File: src/rtl/dht_sensor_responder.sv
// Single-wire DHT11-style sensor, device side: answers a host start
// pulse with the response preamble and a 40-bit humidity/temperature frame.
module dht_sensor_responder #(
  parameter int CYC_PER_US   = 100,
  parameter int START_LOW_US = 18000,
  parameter int RESP_WAIT_US = 30,
  parameter int RESP_LOW_US  = 80,
  parameter int RESP_HIGH_US = 80,
  parameter int BIT_LOW_US   = 50,
  parameter int BIT0_HIGH_US = 26,
  parameter int BIT1_HIGH_US = 70
) (
  input  logic       clk,
  input  logic       reset,
  input  logic       io_in,
  output logic       io_drive_low,
  input  logic [7:0] hum_int,
  input  logic [7:0] hum_dec,
  input  logic [7:0] temp_int,
  input  logic [7:0] temp_dec,
  output logic       busy,
  output logic       frame_done,
  output logic       abort
);

  localparam int C_START = START_LOW_US * CYC_PER_US;
  localparam int C_DLY   = RESP_WAIT_US * CYC_PER_US;
  localparam int C_RLOW  = RESP_LOW_US * CYC_PER_US;
  localparam int C_RHIGH = RESP_HIGH_US * CYC_PER_US;
  localparam int C_BLOW  = BIT_LOW_US * CYC_PER_US;
  localparam int C_B0    = BIT0_HIGH_US * CYC_PER_US;
  localparam int C_B1    = BIT1_HIGH_US * CYC_PER_US;

  localparam int M0 = (C_START > C_DLY) ? C_START : C_DLY;
  localparam int M1 = (C_RLOW > C_RHIGH) ? C_RLOW : C_RHIGH;
  localparam int M2 = (C_BLOW > C_B1) ? C_BLOW : C_B1;
  localparam int M3 = (M0 > M1) ? M0 : M1;
  localparam int C_MAX = (M3 > M2) ? M3 : M2;
  localparam int TW = $clog2(C_MAX + 1);

  localparam logic [TW-1:0] L_START = TW'(C_START);
  localparam logic [TW-1:0] L_DLY   = TW'(C_DLY);
  localparam logic [TW-1:0] L_RLOW  = TW'(C_RLOW);
  localparam logic [TW-1:0] L_RHIGH = TW'(C_RHIGH);
  localparam logic [TW-1:0] L_BLOW  = TW'(C_BLOW);
  localparam logic [TW-1:0] L_B0    = TW'(C_B0);
  localparam logic [TW-1:0] L_B1    = TW'(C_B1);

  localparam logic [3:0] S_IDLE      = 4'd0;
  localparam logic [3:0] S_START_DET = 4'd1;
  localparam logic [3:0] S_WAIT_REL  = 4'd2;
  localparam logic [3:0] S_RESP_DLY  = 4'd3;
  localparam logic [3:0] S_RESP_LOW  = 4'd4;
  localparam logic [3:0] S_RESP_HIGH = 4'd5;
  localparam logic [3:0] S_BIT_LOW   = 4'd6;
  localparam logic [3:0] S_BIT_HIGH  = 4'd7;
  localparam logic [3:0] S_END_LOW   = 4'd8;

  logic          sync1;
  logic          line_s;
  logic [3:0]    state;
  logic [3:0]    state_nx;
  logic [TW-1:0] timer;
  logic [TW-1:0] timer_nx;
  logic [TW-1:0] phase_len;
  logic          phase_end;
  logic          watched;
  logic          contend;
  logic [1:0]    low_cnt;
  logic [1:0]    low_cnt_nx;
  logic [5:0]    bit_cnt;
  logic [39:0]   shreg;
  logic [7:0]    chk;
  logic          load;
  logic          shift;
  logic          done_nx;
  logic          abort_nx;
  logic          drive_nx;
  logic          busy_nx;

  assign chk = hum_int + hum_dec + temp_int + temp_dec;

  always_comb begin
    phase_len = L_START;
    unique case (state)
      S_RESP_DLY:  phase_len = L_DLY;
      S_RESP_LOW:  phase_len = L_RLOW;
      S_RESP_HIGH: phase_len = L_RHIGH;
      S_BIT_LOW:   phase_len = L_BLOW;
      S_END_LOW:   phase_len = L_BLOW;
      S_BIT_HIGH:  phase_len = shreg[39] ? L_B1 : L_B0;
      default:     phase_len = L_START;
    endcase
  end

  assign phase_end = (timer == phase_len - TW'(1));

  // Released phases are where a foreign low means contention.
  assign watched = (state == S_RESP_DLY) ||
                   (state == S_RESP_HIGH) ||
                   (state == S_BIT_HIGH);
  assign contend = watched && !line_s && (low_cnt == 2'd3);

  always_comb begin
    state_nx = state;
    timer_nx = timer + TW'(1);
    load     = 1'b0;
    shift    = 1'b0;
    done_nx  = 1'b0;
    abort_nx = 1'b0;
    unique case (state)
      S_IDLE: begin
        timer_nx = '0;
        if (!line_s) state_nx = S_START_DET;
      end
      S_START_DET: begin
        // The IDLE cycle that saw the first low counts toward the minimum.
        if (line_s) begin
          state_nx = S_IDLE;
          timer_nx = '0;
        end else if (timer == L_START - TW'(2)) begin
          state_nx = S_WAIT_REL;
          timer_nx = '0;
        end
      end
      S_WAIT_REL: begin
        timer_nx = '0;
        if (line_s) begin
          state_nx = S_RESP_DLY;
          timer_nx = TW'(1);
          load     = 1'b1;
        end
      end
      S_RESP_DLY: begin
        if (contend) begin
          state_nx = S_IDLE;
          timer_nx = '0;
          abort_nx = 1'b1;
        end else if (phase_end) begin
          state_nx = S_RESP_LOW;
          timer_nx = '0;
        end
      end
      S_RESP_LOW: begin
        if (phase_end) begin
          state_nx = S_RESP_HIGH;
          timer_nx = '0;
        end
      end
      S_RESP_HIGH: begin
        if (contend) begin
          state_nx = S_IDLE;
          timer_nx = '0;
          abort_nx = 1'b1;
        end else if (phase_end) begin
          state_nx = S_BIT_LOW;
          timer_nx = '0;
        end
      end
      S_BIT_LOW: begin
        if (phase_end) begin
          state_nx = S_BIT_HIGH;
          timer_nx = '0;
        end
      end
      S_BIT_HIGH: begin
        if (contend) begin
          state_nx = S_IDLE;
          timer_nx = '0;
          abort_nx = 1'b1;
        end else if (phase_end) begin
          shift    = 1'b1;
          timer_nx = '0;
          state_nx = (bit_cnt == 6'd39) ? S_END_LOW : S_BIT_LOW;
        end
      end
      S_END_LOW: begin
        if (phase_end) begin
          state_nx = S_IDLE;
          timer_nx = '0;
          done_nx  = 1'b1;
        end
      end
      default: begin
        state_nx = S_IDLE;
        timer_nx = '0;
      end
    endcase
  end

  always_comb begin
    low_cnt_nx = low_cnt + 2'd1;
    if (state_nx != state || line_s || !watched) low_cnt_nx = 2'd0;
  end

  assign drive_nx = (state_nx == S_RESP_LOW) ||
                    (state_nx == S_BIT_LOW) ||
                    (state_nx == S_END_LOW);
  assign busy_nx  = (state_nx != S_IDLE) && (state_nx != S_START_DET);

  always_ff @(posedge clk) begin
    if (reset) begin
      sync1        <= 1'b1;
      line_s       <= 1'b1;
      state        <= S_IDLE;
      timer        <= '0;
      low_cnt      <= 2'd0;
      bit_cnt      <= 6'd0;
      shreg        <= '0;
      io_drive_low <= 1'b0;
      busy         <= 1'b0;
      frame_done   <= 1'b0;
      abort        <= 1'b0;
    end else begin
      sync1        <= io_in;
      line_s       <= sync1;
      state        <= state_nx;
      timer        <= timer_nx;
      low_cnt      <= low_cnt_nx;
      io_drive_low <= drive_nx;
      busy         <= busy_nx;
      frame_done   <= done_nx;
      abort        <= abort_nx;
      if (load) begin
        shreg   <= {hum_int, hum_dec, temp_int, temp_dec, chk};
        bit_cnt <= 6'd0;
      end else if (shift) begin
        shreg <= shreg << 1;
        if (bit_cnt != 6'd40) bit_cnt <= bit_cnt + 6'd1;
      end
    end
  end

endmodule
File: config.mk
export PLATFORM = sky130hd
export DESIGN_NAME = dht_sensor_responder
export DESIGN_NICKNAME = d
export VERILOG_FILES = /design/src/rtl/dht_sensor_responder.sv
export SDC_FILE = /design/constraint.sdc
export NUM_CORES = 1
export LEC_CHECK = 0
export CORE_MARGIN = 3
export CORE_UTILIZATION = 50
export DETAILED_ROUTE_END_ITERATION = 12
export PLACE_DENSITY_LB_ADDON = 0.15
export RECOVER_POWER = 100
export SLEW_MARGIN = 20
export SYNTH_ARGS = -nofsm -noshare
export SYNTH_HDL_FRONTEND = slang
export SYNTH_SLANG_ARGS = --single-unit
File: constraint.sdc
create_clock -name clk -period 5.1 [get_ports clk]
set_input_delay 0.765 -clock clk [delete_from_list [all_inputs] [get_ports clk]]
set_output_delay 0.765 -clock clk [all_outputs]
set_load 0.1 [all_outputs]
==> impl_metrics.csv <==
group,metric,value,unit
setup_path,path_max_fanout,31,
setup_path,crit_slowest_cell,"nor4b_1",
placement,place_congestion,0.871,
placement,dp_cells,625,
timing,min_period,4450,ps
yosys,synth_cell_types,57,
global_route,grt_pass1_vias,3523,
timing,hold_slack,412,ps
global_route,grtUsageTotal,21.4,%
yosys,synth_compound_area_share,17.8,%
clocking,clockBufferDepth,2,
routing,wl_per_cell,16.0,µm
timing,slew_headroom,-40.7,%
finish,utilization,59.8,%
floorplanning,start_util,52.7,%
yosys,syn_area,4420,µm²
setup_path,cp_data_arrival_time,4590,ps
clocking,clk_latency,360,ps
routing,first_pass_iters,4,
yosys,syn_area_per_cell,8.70,µm²
yosys,synth-seq-area-share,35.8,%
clocking,cts_tree,"done",
yosys,yosys.area.top_type,"dfxtp_1",
hold_path,min_path_type,"reg2reg",
timing,max_freq,0.225,GHz
yosys,synth-simple-area-share,23.2,%
yosys,synthAdderAreaFrac,10.0,%
yosys,synth_top_family_by_area,"simple AND/OR/NAND/NOR gates",
yosys,synth.cells.most_frequent,"nor2_1 (110), dfxtp_1 (79), o221a_2 (35)",
clocking,ctsHoldBuffers,0,
setup_path,crit_required,5240,ps
floorplanning,std_cell_rows,33,
global_route,grt_max_degree,51,
setup_path,critPathTopFamily,"simple AND/OR/NAND/NOR gates",
timing,fin_skew,13.7,ps
global_route,grt_busiest_layer,"met2",
job,max-cap-violations,1,
setup_path,path_class,"reg2reg",
routing,ant_nets,0,
clocking,clock_sinks,79,
setup_path,startpoint_type,"register",
global_route,grt_overflow,0,
floorplanning,dieArea,10000,µm²
setup_path,cp-end-kind,"register",
setup_path,crit_chain,"nor4b_1 > nor2_1 > ha_1 > xor2_1 > and3_1 > mux2i_1 > or4_1 > or3_1 > buf_4 > mux2i_1 > a211oi_1",
global_route,use_met3,5.91,%
floorplanning,core_area,8380,µm²
routing,drc_errors,0,
placement,dpl_worst_slack,762,ps
finish,area_growth,13.3,%
timing,setup-violations-final,0,
yosys,synth_nets,570,
yosys,ys_warn_count,0,
clocking,cts_setup_buffers,0,
clocking,htreeDepth,3,
clocking,cts-root-buf,"clkbuf_8",
timing,hold_viol,0,
global_route,grt_use_met1,30.5,%
yosys,synth_xor_area_share,6.54,%
global_route,use_met2,31.7,%
routing,wl,10200,µm
clocking,postCtsResizedCells,0,
outcome,violations,"capacitance limit, slew limit",
finish,instances_no_fill,641,
global_route,grt_pass1_wl,17300,µm
yosys,synthFlopType,"dfxtp_1",
floorplanning,num_io_pins,39,
floorplanning,die_w,100,µm
finish,drive_above_1_share,11.6,%
yosys,synth_top_area_share,35.8,%
routing,dr.first_iter.drc_count,217,
finish,diodes,0,
yosys,ys_ff_latch,79,
yosys,syn_inst,508,
yosys,yosys-mux-area-fraction,2.07,%
power_and_ir_drop,p_leak,0.00182,µW
clocking,clk_pin_slew,90,ps
routing,viasPerCell,5.76,
setup_path,crit_top_cell,"mux2i_1",
timing,rsz0062_at_grt,"no",
timing,tns,0,ps
power_and_ir_drop,irDropWorstVdd,0.141,mV
yosys,yosysMostFrequentCell,"nor2_1",
floorplanning,die_y,100,µm
power_and_ir_drop,p_per_area,250,nW/µm²
yosys,ys_async_sr_fraction,0,%
timing,fin_crit_sh,87.2,%
timing,fin_ws,652,ps
placement,numPortBuffers,38,
routing,vias,3691,
setup_path,max_stage_delay,890,ps
setup_path,crit_buf_inv,1,
timing,slew_viol_final,51,
timing,worst_pin_slew,2110,ps
yosys,synth_edf_count,0,
placement,dp_hpwl,7550,µm
outcome,outcome,"complete, but fails checks",
global_route,antenna_found_initial,0,
clocking,cts-buffers-inserted,9,
yosys,ys_top_cells_by_area,"dfxtp_1 (36%), nor2_1 (9.3%), o221a_2 (8.9%), fa_1 (6.3%), ha_1 (3.7%)",
finish,fin_nets,593,
final timing paths:
check,cells past startpoint,slack (ps),to,from
max,11,650,shreg[13]$_SDFFE_PP0P_,state[3]$_SDFF_PP0_
min,1,410,line_s$_SDFF_PP1_,sync1$_SDFF_PP1_
max reg2reg,11,650,shreg[13]$_SDFFE_PP0P_,state[3]$_SDFF_PP0_
min reg2reg,1,410,line_s$_SDFF_PP1_,sync1$_SDFF_PP1_
per-stage QoR:
step / area [µm²] / power (µW)
after floorplan: 4420 / 755
after global placement: 4820 / 822
after detailed placement: 4820 / 822
after CTS: 5010 / 1260
after global routing: 5010 / 1310
final: 5010 / 1250
flip-flops by register name (all words and copies together), names as in the netlist:
register and cells:
shreg 40, timer 21, bit_cnt 6, state 4, low_cnt 2, abort 1
busy 1, frame_done 1, io_drive_low 1, line_s 1, sync1 1
logic make-up (layout without fill, tap and decap cells):
family | after synthesis | in the layout
compound gates | 97 | 97
xor+xnor | 33 | 33
fa+ha+maj | 27 | 27
buf+inv | 47 | 75
flops | 79 | 79
mux | 9 | 9
simple gates | 216 | 216
layout make-up:
type / instances / area [µm²]
repair buffers: 44 / 415
clock inverters: 7 / 66.3
inverters: 15 / 56.3
flip-flops and latches: 79 / 1580
fillers: 737 / 3370
well taps: 105 / 131
clock buffers: 9 / 124
multi-input cells: 382 / 2640
where the power goes:
| part | internal, µW | total [µW] | switching [µW] |
|---|---|---|---|
| Combinational | 93.5 | 189 | 95.9 |
| Clock | 186 | 443 | 257 |
| Sequential | 617 | 620 | 2.42 |
cell usage in the layout, fill, tap and decap left out, drive strengths merged, types with 2 or more instances in the layout:
cell type and count:
a211oi 5, a21o 2, a21oi 18, a311oi 2, a31oi 3, and3 9
and4 3, buf 5, clkbuf 11, clkdlybuf4s50 33, clkinv 3, clkinvlp 2
dfxtp 79, dlygate4sd3 4, fa 14, ha 13, inv 17, mux2i 8
nand2 22, nand2b 6, nand3 22, nand4 3, nor2 110, nor2b 5
nor3 11, nor4 4, nor4b 2, nor4bb 3, o21a 3, o21ai 15
o221a 35, o31ai 2, or2 3, or3 3, or4 2, xnor2 15
xor2 18
per-layer routing:
layer / up-vias / share of wire (%)
li1: 1849 / -
met1: 1756 / 49
met2: 73 / 46
met3: 13 / 4.2
met4: 0 / 1.4
met5: - / 0
No activity file was read; power rests on OpenSTA's default activity.
